**src/rtl/rs_latch_driver_pkg.sv**
```systemverilog
// rs_drv_pkg: shared definitions for the NAND RS latch driver.
//   - state_t        : driver FSM state encoding
//   - DEF_*          : default values of the driver parameters
//   - cnt_width()    : width of a counter that must hold 0..n-1 (min 1 bit)
package rs_drv_pkg;

    typedef enum logic [1:0] {
        IDLE    = 2'd0,
        PULSE_S = 2'd1,
        PULSE_R = 2'd2,
        GUARD   = 2'd3
    } state_t;

    localparam int unsigned DEF_DEBOUNCE_CYCLES = 16;
    localparam int unsigned DEF_PULSE_CYCLES    = 2;
    localparam int unsigned DEF_GUARD_CYCLES    = 1;

    function automatic int unsigned cnt_width(input int unsigned n);
        return (n <= 2) ? 1 : $clog2(n);
    endfunction

endpackage

```
**src/rtl/rs_latch_driver_if.sv**
```systemverilog
// rs_latch_driver_if: button inputs and latch-side outputs of the driver.
//   set_btn_in / reset_btn_in : raw active-high buttons (asynchronous, bouncing)
//   s_out / r_out             : active-low pulses to the latch s_in / r_in
//   busy_out                  : high while a pulse or guard interval is running
//   conflict_out              : one-cycle flag for a colliding set/reset request
// slave  : the driver side; master : the side that presses the buttons.
interface rs_latch_driver_if;

    logic set_btn_in;
    logic reset_btn_in;
    logic s_out;
    logic r_out;
    logic busy_out;
    logic conflict_out;

    modport slave (
        input  set_btn_in,
        input  reset_btn_in,
        output s_out,
        output r_out,
        output busy_out,
        output conflict_out
    );

    modport master (
        output set_btn_in,
        output reset_btn_in,
        input  s_out,
        input  r_out,
        input  busy_out,
        input  conflict_out
    );

endinterface

```
**src/rtl/rs_latch_driver_debounce.sv**
```systemverilog
// debounce_cell: two-flop synchroniser plus stability counter for one button.
//   i_clk   : system clock
//   i_rst_n : asynchronous active-low reset
//   i_raw   : raw asynchronous button level
//   o_rise  : one-cycle high, combinational, in the cycle whose rising edge
//             flips the debounced level from 0 to 1
module debounce_cell
    import rs_drv_pkg::*;
#(
    parameter int unsigned DEBOUNCE_CYCLES = DEF_DEBOUNCE_CYCLES
) (
    input  logic i_clk,
    input  logic i_rst_n,
    input  logic i_raw,
    output logic o_rise
);

    localparam int unsigned CW = cnt_width(DEBOUNCE_CYCLES);

    logic          r_sync1;
    logic          r_sync2;
    logic          r_level;
    logic [CW-1:0] r_cnt;
    logic          w_flip;

    // Flip once the disagreement has been seen DEBOUNCE_CYCLES times in a row.
    assign w_flip = (r_sync2 != r_level) && (r_cnt == CW'(DEBOUNCE_CYCLES - 1));
    assign o_rise = w_flip && !r_level;

    always_ff @(posedge i_clk or negedge i_rst_n) begin
        if (!i_rst_n) begin
            r_sync1 <= 1'b0;
            r_sync2 <= 1'b0;
            r_level <= 1'b0;
            r_cnt   <= '0;
        end else begin
            r_sync1 <= i_raw;
            r_sync2 <= r_sync1;
            if (r_sync2 == r_level) begin
                r_cnt <= '0;
            end else if (w_flip) begin
                r_level <= !r_level;
                r_cnt   <= '0;
            end else begin
                r_cnt <= r_cnt + 1'b1;
            end
        end
    end

endmodule

```
**src/rtl/rs_latch_driver.sv**
```systemverilog
// rs_latch_driver: debounces two raw buttons and turns each press into a
// fixed-width active-low pulse on the NAND latch set or reset input, never
// driving both low together.
//   clk_in   : system clock, rising edge
//   rst_n_in : asynchronous active-low reset
//   bus      : rs_latch_driver_if.slave (buttons in, latch pulses/status out)
module rs_latch_driver
    import rs_drv_pkg::*;
#(
    parameter int unsigned DEBOUNCE_CYCLES = DEF_DEBOUNCE_CYCLES,
    parameter int unsigned PULSE_CYCLES    = DEF_PULSE_CYCLES,
    parameter int unsigned GUARD_CYCLES    = DEF_GUARD_CYCLES
) (
    input  logic             clk_in,
    input  logic             rst_n_in,
    rs_latch_driver_if.slave bus
);

    localparam int unsigned PMAX = (PULSE_CYCLES > GUARD_CYCLES) ? PULSE_CYCLES : GUARD_CYCLES;
    localparam int unsigned PW   = cnt_width(PMAX);

    state_t        r_state;
    state_t        w_state_next;
    logic [PW-1:0] r_phase;
    logic          r_pend_s;
    logic          r_pend_r;
    logic          r_s_out;
    logic          r_r_out;
    logic          r_busy;
    logic          r_conflict;

    logic          w_rise_s;
    logic          w_rise_r;
    logic          w_take_s;
    logic          w_take_r;
    logic          w_conflict;
    logic          w_s_next;
    logic          w_r_next;
    logic          w_busy_next;

    debounce_cell #(
        .DEBOUNCE_CYCLES(DEBOUNCE_CYCLES)
    ) u_db_set (
        .i_clk   (clk_in),
        .i_rst_n (rst_n_in),
        .i_raw   (bus.set_btn_in),
        .o_rise  (w_rise_s)
    );

    debounce_cell #(
        .DEBOUNCE_CYCLES(DEBOUNCE_CYCLES)
    ) u_db_reset (
        .i_clk   (clk_in),
        .i_rst_n (rst_n_in),
        .i_raw   (bus.reset_btn_in),
        .o_rise  (w_rise_r)
    );

    // State, phase counter, pending flags and output registers.
    always_ff @(posedge clk_in or negedge rst_n_in) begin
        if (!rst_n_in) begin
            r_state    <= IDLE;
            r_phase    <= '0;
            r_pend_s   <= 1'b0;
            r_pend_r   <= 1'b0;
            r_s_out    <= 1'b1;
            r_r_out    <= 1'b1;
            r_busy     <= 1'b0;
            r_conflict <= 1'b0;
        end else begin
            r_state <= w_state_next;
            // Phase counts cycles spent in the current pulse/guard state.
            if ((w_state_next != r_state) || (r_state == IDLE)) begin
                r_phase <= '0;
            end else begin
                r_phase <= r_phase + 1'b1;
            end
            // A fresh rise wins over a consume in the same cycle so no press is lost.
            r_pend_s   <= w_rise_s || (r_pend_s && !w_take_s);
            r_pend_r   <= w_rise_r || (r_pend_r && !w_take_r);
            r_s_out    <= w_s_next;
            r_r_out    <= w_r_next;
            r_busy     <= w_busy_next;
            r_conflict <= w_conflict;
        end
    end

    // Next-state logic.
    always_comb begin
        w_state_next = r_state;
        w_take_s     = 1'b0;
        w_take_r     = 1'b0;
        w_conflict   = 1'b0;
        unique case (r_state)
            IDLE: begin
                if (r_pend_s && r_pend_r) begin
                    w_take_s   = 1'b1;
                    w_take_r   = 1'b1;
                    w_conflict = 1'b1;
                end else if (r_pend_s) begin
                    w_take_s     = 1'b1;
                    w_state_next = PULSE_S;
                end else if (r_pend_r) begin
                    w_take_r     = 1'b1;
                    w_state_next = PULSE_R;
                end
            end
            PULSE_S: begin
                if (r_phase == PW'(PULSE_CYCLES - 1)) w_state_next = GUARD;
            end
            PULSE_R: begin
                if (r_phase == PW'(PULSE_CYCLES - 1)) w_state_next = GUARD;
            end
            GUARD: begin
                if (r_phase == PW'(GUARD_CYCLES - 1)) w_state_next = IDLE;
            end
            default: w_state_next = IDLE;
        endcase
    end

    // Outputs decoded from the next state so they register alongside it;
    // s and r can only go low in mutually exclusive states.
    always_comb begin
        w_s_next    = (w_state_next != PULSE_S);
        w_r_next    = (w_state_next != PULSE_R);
        w_busy_next = (w_state_next != IDLE);
    end

    assign bus.s_out        = r_s_out;
    assign bus.r_out        = r_r_out;
    assign bus.busy_out     = r_busy;
    assign bus.conflict_out = r_conflict;

endmodule

```
**src/flat_wrapper.sv**
```systemverilog
// flat-port wrapper written by rule: the top's interface ports become plain ports
module rs_latch_driver_flat import rs_drv_pkg::*;
#(
    parameter int unsigned DEBOUNCE_CYCLES = DEF_DEBOUNCE_CYCLES,
    parameter int unsigned PULSE_CYCLES    = DEF_PULSE_CYCLES,
    parameter int unsigned GUARD_CYCLES    = DEF_GUARD_CYCLES
)
  (clk_in, rst_n_in, bus_set_btn_in, bus_reset_btn_in, bus_s_out, bus_r_out, bus_busy_out, bus_conflict_out);
  rs_latch_driver_if bus_i ();
  input  logic clk_in;
  input  logic rst_n_in;
  input wire logic [$bits(bus_i.set_btn_in)-1:0] bus_set_btn_in;
  input wire logic [$bits(bus_i.reset_btn_in)-1:0] bus_reset_btn_in;
  output wire logic [$bits(bus_i.s_out)-1:0] bus_s_out;
  output wire logic [$bits(bus_i.r_out)-1:0] bus_r_out;
  output wire logic [$bits(bus_i.busy_out)-1:0] bus_busy_out;
  output wire logic [$bits(bus_i.conflict_out)-1:0] bus_conflict_out;
  assign bus_i.set_btn_in = bus_set_btn_in;
  assign bus_i.reset_btn_in = bus_reset_btn_in;
  assign bus_s_out = bus_i.s_out;
  assign bus_r_out = bus_i.r_out;
  assign bus_busy_out = bus_i.busy_out;
  assign bus_conflict_out = bus_i.conflict_out;
  rs_latch_driver #(.DEBOUNCE_CYCLES(DEBOUNCE_CYCLES), .PULSE_CYCLES(PULSE_CYCLES), .GUARD_CYCLES(GUARD_CYCLES)) u_core (.clk_in(clk_in), .rst_n_in(rst_n_in), .bus(bus_i));
endmodule
```
**config.mk**
```make
export PLATFORM = sky130hd
export DESIGN_NAME = rs_latch_driver_flat
export DESIGN_NICKNAME = d
export VERILOG_FILES = /design/src/rtl/rs_latch_driver_pkg.sv /design/src/rtl/rs_latch_driver_if.sv /design/src/rtl/rs_latch_driver_debounce.sv /design/src/rtl/rs_latch_driver.sv /design/src/flat_wrapper.sv
export SDC_FILE = /design/constraint.sdc
export NUM_CORES = 1
export LEC_CHECK = 0
export ABC_AREA = 1
export CAP_MARGIN = 10
export CORE_MARGIN = 2
export CORE_UTILIZATION = 50
export CTS_CLUSTER_DIAMETER = 60
export CTS_CLUSTER_SIZE = 20
export DETAILED_ROUTE_END_ITERATION = 12
export PLACE_DENSITY = 0.79
export SKIP_LAST_GASP = 1
export SYNTH_ARGS = -nofsm -noshare
export SYNTH_HDL_FRONTEND = slang
export SYNTH_HIERARCHICAL = 1
export SYNTH_SLANG_ARGS = --single-unit
```
**constraint.sdc**
```tcl
create_clock -name clk_in -period 2.6 [get_ports clk_in]
set_clock_uncertainty 0.2 [all_clocks]
set_input_delay 0.39 -clock clk_in [delete_from_list [all_inputs] [get_ports clk_in]]
set_output_delay 0.39 -clock clk_in [all_outputs]
set_load 0.03 [all_outputs]
```
==> flow_summary.toml, run 1 <==
[global_route]
grt_usage_pct = 14.1
grt.overflow.total = 0
grt_max_degree = 14
grt_pass1_vias = 594
antenna_found_initial = 0
grt_pass1_wl_um = 2230

[drt]
drtIter0Drc = 13
firstDrtPassIters = 4
viasPerCell = 4.73
dr_total_vias = 643
postRouteAntennaNets = 0
totalWireLength_um = 1320
drc = 0
routedWlPerCell_um = 9.74

[sta]
rsz0062_at_grt = "no"
finalSetupTns_ns = 0
post-route-period-util_pct = 79.7
period_minus_slack_ns = 2.07
finalWorstSetupSlack_ns = 0.527
worst_pin_slew_ns = 0.543
fmax_mhz = 482
final-setup-viol-count = 0
relSlewSlack_pct = 63.7
fin_hold_ws_ns = 0.158
drv_slew = 0
hold_viol = 0

[synthesis]
ys_ff_latch = 23
syn-instance-count = 99
synth_fp_nets = 105
synth_area_leaders = "dfrtp_1 55%, nand2_1 9.4%, inv_1 5.9%"
ys.flop_type = "dfrtp_1"
yosysTopAreaCell = "dfrtp_1"
synth_most_common_cell = "nand2_1"
ys_warn_count = 6
synth_cell_types = 18
synth_top_area_share_pct = 54.9
avgSynthCellArea_um2 = 9.67
seq_area_frac_synth_pct = 60.4
yosys-top-cells-count = "24 x nand2_1, 21 x dfrtp_1, 15 x inv_1"
synth_edf_count = 0
synth-async-reset-ratio_pct = 100
synth_area_um2 = 957

[power]
leakage_nw = 0.549
power.density_nw_per_um2 = 776
ir_drop_mv = 0.424

[clock_network]
clock_latency_ns = 0.29
ctsRootBufferMaster = "clkbuf_4"
cts-resized-gates = 0
cts_tree = "yes"
clock_path_buffers = 2
ctsHoldBuffers = 0
cts_buffers = 3
clk_pin_slew_ns = 0.12
cts.sink_count = 23
cts_setup_buffers = 0
htree_levels = 1

[setup_path]
critical_path.slowest_cell = "clkdlybuf4s50_1"
crit_buf_inv = 1
crit_path_end_kind = "output port"
cp_cell_sequence = "clkdlybuf4s50_1"
required_ns = 2.01
arrival_ns = 1.48
max_stage_delay_ns = 0.65
startpoint_type = "flip-flop"
critical_path_class = "flip-flop to output port"
cp_max_fo = 1
crit_family = "buffers and inverters"

[floorplanning]
floorplan.die_area_um2 = 2280
fp.dieH_um = 47.8
start_util_pct = 54.3
core_area_um2 = 1760
die_w_um = 47.8
row_count = 15
ioPinCount = 8

[place]
place_inst = 132
gp_congestion = 0.804
dp_hpwl_um = 1040
dp_slack_ns = 0.859
numPortBuffers = 7

[cells_and_area]
fin_util_pct = 62.0
antenna_cells = 0
fill_cells = 157
drive_above_1_share_pct = 18.0
area_growth_pct = 14.2
final_nets = 118
layout.cells.non_filler = 136

[status]
status = "completed"

[run]
cap_viol_max_count = 0

[min_path]
min_path_type = "flip-flop to flip-flop"
==> cell type report <==
cell class	instances	area, um^2	area share [%]
flip-flops and latches	23	578	52.9
repair buffers	8	77.6	7.09
clock inverters	1	5.00	0.458
clock buffers	3	22.5	2.06
inverters	17	63.8	5.84
multi-input cells	59	315	28.8
well taps	25	31.3	2.86
==> worst register-to-register path, stage by stage, from the launching register on <==
cell and delay, ns:
dfrtp_1 0.43, ha_1 0.25, nand3_2 0.08, inv_2 0.05
nand2_2 0.07, nor2_2 0.04, o21bai_1 0.15
==> placed cells by master, fill, tap and decap left out, types with 2 or more instances in the layout <==
cell	netlist	routed
nand2_1	24	24
dfrtp_1	21	21
inv_1	15	15
nor2_1	11	11
clkdlybuf4s50_1	0	7
nand3_1	4	4
clkbuf_4	0	3
a21oi_2	2	2
o21bai_1	2	2
dfstp_2	2	2
nand3_2	2	2
inv_2	2	2
nand2_2	2	2
nor2_2	2	2
nor3_2	2	2
nand4_1	2	2
o21ai_0	2	2
ha_1	2	2
==> logic make-up (layout without fill, tap and decap cells) <==
| group | count (synthesis) | after routing | share of synthesized area (%) |
|---|---|---|---|
| adders and majority gates | 2 | 2 | 2.61 |
| AOI/OAI and AO/OA | 7 | 7 | 5.23 |
| DFF | 23 | 23 | 60.4 |
| buffers and inverters | 17 | 29 | 6.67 |
| and+or+nand+nor | 50 | 50 | 25.1 |
==> where the power goes <==
| group | switching, mW | internal (mW) | total (mW) |
|---|---|---|---|
| clock | 0.0945 | 0.0571 | 0.152 |
| combinational | 0.141 | 0.0916 | 0.233 |
| sequential | 0.0432 | 0.421 | 0.464 |
| total | 0.279 | 0.569 | 0.848 |
==> metrics by stage <==
stage	cell area, um^2	power (mW)
2_1_floorplan	957	0.631
3_3_place_gp	1070	0.697
3_5_place_dp	1070	0.707
4_1_cts	1090	0.858
5_1_grt	1090	0.903
6_report	1090	0.848
==> flip-flops by register name (all words and copies together), names as in the netlist <==
name / count
u_core/bus.r_out: 1
u_core/u_db_set/r_sync2: 1
u_core/r_pend_s: 1
u_core/u_db_reset/r_sync2: 1
u_core/u_db_set/r_level: 1
u_core/u_db_reset/r_level: 1
u_core/bus.conflict_out: 1
u_core/r_state: 2
u_core/r_pend_r: 1
u_core/bus.s_out: 1
u_core/bus.busy_out: 1
u_core/u_db_set/r_sync1: 1
u_core/u_db_reset/r_sync1: 1
u_core/u_db_reset/r_cnt: 4
u_core/u_db_set/r_cnt: 4
u_core/r_phase: 1
==> layer usage <==
metal	GRT usage [%]	vias up	wire (um)
met5	0	-	0
met4	4.86	0	13
met3	3.77	2	49
met2	24.5	10	625
met1	16.7	301	635
li1	-	330	-
==> worst paths after layout <==
check,slack [ns],depth (start not counted),start,end
max in group asynchronous,1.41,2,rst_n_in,u_core/u_db_reset/r_level$_DFFE_PN0P_
setup reg to reg,1.24,6,u_core/u_db_set/r_cnt[0]$_DFF_PN0_,u_core/r_pend_s$_DFF_PN0_
hold reg to reg,0.16,0,u_core/u_db_set/r_sync1$_DFF_PN0_,u_core/u_db_set/r_sync2$_DFF_PN0_
hold / removal,0.16,0,u_core/u_db_set/r_sync1$_DFF_PN0_,u_core/u_db_set/r_sync2$_DFF_PN0_
setup / recovery,0.53,1,u_core/bus.r_out$_DFF_PN1_,bus_r_out
min in group asynchronous,0.23,1,rst_n_in,u_core/u_db_set/r_cnt[0]$_DFF_PN0_
(Power assumes the default switching activity.)
==> run 2: changes to the inputs <==
--- a/config.mk
+++ b/config.mk
@@ -8,11 +8,11 @@
 export ABC_AREA = 1
 export CAP_MARGIN = 10
 export CORE_MARGIN = 2
-export CORE_UTILIZATION = 50
+export CORE_UTILIZATION = 49
 export CTS_CLUSTER_DIAMETER = 60
 export CTS_CLUSTER_SIZE = 20
 export DETAILED_ROUTE_END_ITERATION = 12
-export PLACE_DENSITY = 0.79
+export PLACE_DENSITY = 0.81
 export SKIP_LAST_GASP = 1
 export SYNTH_ARGS = -nofsm -noshare
 export SYNTH_HDL_FRONTEND = slang
==> constraint.sdc (replaced) <==
create_clock -name clk_in -period 1.8 [get_ports clk_in]
set_clock_uncertainty 0.2 [all_clocks]
set_input_delay 0.27 -clock clk_in [delete_from_list [all_inputs] [get_ports clk_in]]
set_output_delay 0.27 -clock clk_in [all_outputs]
set_load 0.03 [all_outputs]
==> run 2 against run 1 <==
Compared with the run above:
- via count grew 2.2%
- worst setup slack lost 0.42 ns
- die area grew 1.9%
- hold slack got worse by 0.065 ns
- global-route usage increased by 1.1 points
- first-iteration DRC count is 69% higher
- register-to-register slack got worse by 0.80 ns
- largest cell class unchanged
==> flow_summary.toml, run 2 (synthesized netlist as in run 1, its figures left out) <==
[clock_network]
cts_setup_buffers = 0
clock_latency_ns = 0.30
cts_tree = "yes"
clock_path_buffers = 2
ctsRootBufferMaster = "clkbuf_4"
ctsHoldBuffers = 0
cts.sink_count = 23
cts_buffers = 3
htree_levels = 1
clk_pin_slew_ns = 0.12

[sta]
rsz0062_at_grt = "no"
worst_pin_slew_ns = 0.320
drv_slew = 0
fin_hold_ws_ns = 0.0929
period_minus_slack_ns = 1.69
relSlewSlack_pct = 78.7
final-setup-viol-count = 0
finalSetupTns_ns = 0
fmax_mhz = 591
post-route-period-util_pct = 93.9
hold_viol = 0
finalWorstSetupSlack_ns = 0.109

[setup_path]
critical_path_class = "flip-flop to output port"
max_stage_delay_ns = 0.53
critical_path.slowest_cell = "dfstp_2"
crit_buf_inv = 1
arrival_ns = 1.22
r2r-start = "u_core/u_db_set/r_cnt[0]$_DFF_PN0_"
required_ns = 1.33
worstSetupStartpoint = "u_core/bus.s_out$_DFF_PN1_"
cp_max_fo = 1
crit_path_end_kind = "output port"
startpoint_type = "flip-flop"
cp_cell_sequence = "dlygate4sd2_1"
crit_family = "flip-flops"

[cells_and_area]
layout.cells.non_filler = 136
mostFrequentLayoutCells = "24 x nand2_1, 21 x dfrtp_1, 15 x inv_1"
multi_input_area_um2 = 315
ff_latch_area_um2 = 578
antenna_cells = 0
largestRegisters = "u_core/u_db_reset/r_cnt: 4 flops, u_core/u_db_set/r_cnt: 4 flops, u_core/r_state: 2 flops"
drive_above_1_share_pct = 18.0
area_growth_pct = 14.5
fill_cells = 159
fin_util_pct = 61.5
final_common_cell = "nand2_1"
design_area_um2 = 1100
final_nets = 118

[min_path]
min_path_type = "primary input to asynchronous set/reset pin"

[place]
dp_hpwl_um = 1060
dp_slack_ns = 0.175
placed_cell_area_um2 = 1070
gp_congestion = 0.792
numPortBuffers = 7
place_inst = 132

[drt]
drc = 0
drtIter0Drc = 22
postRouteAntennaNets = 0
routedWlPerCell_um = 10.5
dr_total_vias = 657
firstDrtPassIters = 4
totalWireLength_um = 1430
viasPerCell = 4.83

[run]
cap_viol_max_count = 0

[global_route]
grt_usage_pct = 15.1
grt_pass1_wl_um = 2370
grt.overflow.total = 0
grt_pass1_vias = 601
antenna_found_initial = 0
grt_max_degree = 24

[floorplanning]
start_util_pct = 53.7
row_count = 15
ioPinCount = 8
floorplan.die_area_um2 = 2320
die_w_um = 48.2
core_area_um2 = 1780
fp.dieH_um = 48.2

[power]
leakage_nw = 0.571
power.density_nw_per_um2 = 1110
ir_drop_mv = 0.653
p_total_mw = 1.22

[status]
status = "completed"
-- run 2: metal layers --
metal / routed length (um) / track usage, % / vias up
met4: 20 / 4.86 / 0
met1: 609 / 16.2 / 309
met3: 46 / 4.44 / 5
met5: 0 / 0 / -
li1: - / - / 328
met2: 753 / 28.2 / 15
-- run 2: repair_timing --
item	CTS	global route
endpoints found under the setup margin	2	2
gates cloned	0	0
resized for setup	2	2
-- run 2: final timing paths --
path                            slack, ns  cells after the start                                 to
worst min-delay path                 0.09                      2        u_core/r_state[0]$_DFF_PN0_
worst max-delay path                 0.11                      1                          bus_s_out
min in group clk_in                  0.16                      0  u_core/u_db_set/r_sync2$_DFF_PN0_
worst min register to register       0.16                      0  u_core/u_db_set/r_sync2$_DFF_PN0_
worst max register to register       0.44                      6          u_core/r_pend_s$_DFF_PN0_
max in group asynchronous            1.04                      2         u_core/bus.s_out$_DFF_PN1_
-- run 2: cell type report --
type,count,area share (%)
Clock inverter,1,0.457
Sequential cell,23,52.7
Clock buffer,3,2.05
Tap cell,25,2.85
Multi-Input combinational cell,59,28.8
Timing Repair Buffer,8,7.31
Inverter,17,5.82
-- run 2: power by group --
| part | leakage (nW) | total (mW) | switching, mW | internal (mW) |
|---|---|---|---|---|
| Clock | 0.0177 | 0.228 | 0.145 | 0.0829 |
| Sequential | 0.290 | 0.669 | 0.0618 | 0.608 |
| Combinational | 0.263 | 0.321 | 0.202 | 0.118 |
| Total | 0.571 | 1.22 | 0.409 | 0.809 |
==> patch (flow settings as in run 2) <==
Set the package constant `DEF_PULSE_CYCLES` to 4 (it was 2).
--- a/src/rtl/rs_latch_driver_pkg.sv
+++ b/src/rtl/rs_latch_driver_pkg.sv
@@ -12,7 +12,7 @@
     } state_t;
 
     localparam int unsigned DEF_DEBOUNCE_CYCLES = 16;
-    localparam int unsigned DEF_PULSE_CYCLES    = 2;
+    localparam int unsigned DEF_PULSE_CYCLES    = 4;
     localparam int unsigned DEF_GUARD_CYCLES    = 1;
 
     function automatic int unsigned cnt_width(input int unsigned n);
Formal check against the unedited RTL: no difference found for any inputs over 10 cycles, from zero or initial values and one cycle with rst_n_in low; that may be too few to reach the edited logic, so the function may still have changed.
==> patch against run 2 <==
Area after synthesis rose by 18%; sequential cell count rose by 1; setup slack got worse by 0.0036 ns; routed wire length rose by 28%; non-clock buffer count rose by 2; die area rose by 17%; design area rose by 20%; synthesized cell count rose by 28%; sequential share of layout area fell by 7.0 points.
Power is not compared: it rests on default switching activity, and its combinational part moved more than twofold at a synthesized area within 25%.
==> patch: results (changes against run 2) <==
1st-iter DRT viols 16 (was 22); RD Place Congestion 0.896 (was 0.792); post-synthesis adder-cell area fraction 6.63% (was 2.61%); vias in the first global route 802 (was 601); gr usage total 15.2% (was 15.1%); slowest CP cell dfrtp_1 (was dfstp_2); status finished clean (unchanged); WHS 0.0997 ns (was 0.0929 ns); routed via count 819 (was 657); WL/cell 10.8 um (was 10.5 um); drt via density 4.85 (was 4.83); Rel. slew slack 78.2% (was 78.7%); Post-layout nets 152 (was 118); Compound-Gate Fraction of Synth Area 5.19% (was 5.23%); r2r worst-path depth 8 (was 6); Global Route met3 Usage 1.72% (was 4.44%); largest net degree at the start of global routing 25 (was 24); Seq/Total Area, Yosys 53.3% (was 60.4%); worst-path maximum fanout 5 (was 1); layout cell share with drive strength beyond 1 20.6% (was 18.0%); synth top area cells dfrtp_1 49%, nand2_1 8.6%, inv_1 7.0% (was dfrtp_1 55%, nand2_1 9.4%, inv_1 5.9%); routed length on met3 48 um (was 46 um); max frequency 590 MHz (was 591 MHz); flop2flop setup slack 0.11 ns (was 0.44 ns); Synth Net Count 137 (was 105); placed cell count 164 (was 132); met1 WL 822 um (was 609 um); CP endpoint u_core/r_phase[0] (was bus_s_out); met2 usage 28.1% (was 28.2%); first-pass GRT wire length 3090 um (was 2370 um)
## patch: changes by cell type after synthesis, moves of 2 or more
cell	run 2	this run
a21oi_2	2	0
nand3_1	4	11
nand2_1	24	26
a21oi_1	0	3
ha_1	2	6
inv_1	15	21
inv_2	2	4
o21ai_0	2	4
nand2_2	2	5
## patch: area by class of cell
class / instances / area (um2) / area share (%)
multi-input combinational: 78 / 455 / 34.5
sequential: 24 / 603 / 45.7
tap: 28 / 35.0 / 2.66
timing repair buffer: 10 / 95.1 / 7.21
inverter: 25 / 93.8 / 7.12
clock buffer: 4 / 36.3 / 2.75
## patch: power groups by stage
stage | clock (mW) | combinational [mW] | sequential (mW)
2_1_floorplan | 0 | 0.424 | 0.754
3_3_place_gp | 0 | 0.651 | 0.688
3_5_place_dp | 0 | 0.668 | 0.693
4_1_cts | 0.277 | 0.661 | 0.681
5_1_grt | 0.290 | 0.845 | 0.691
6_report | 0.266 | 0.746 | 0.679
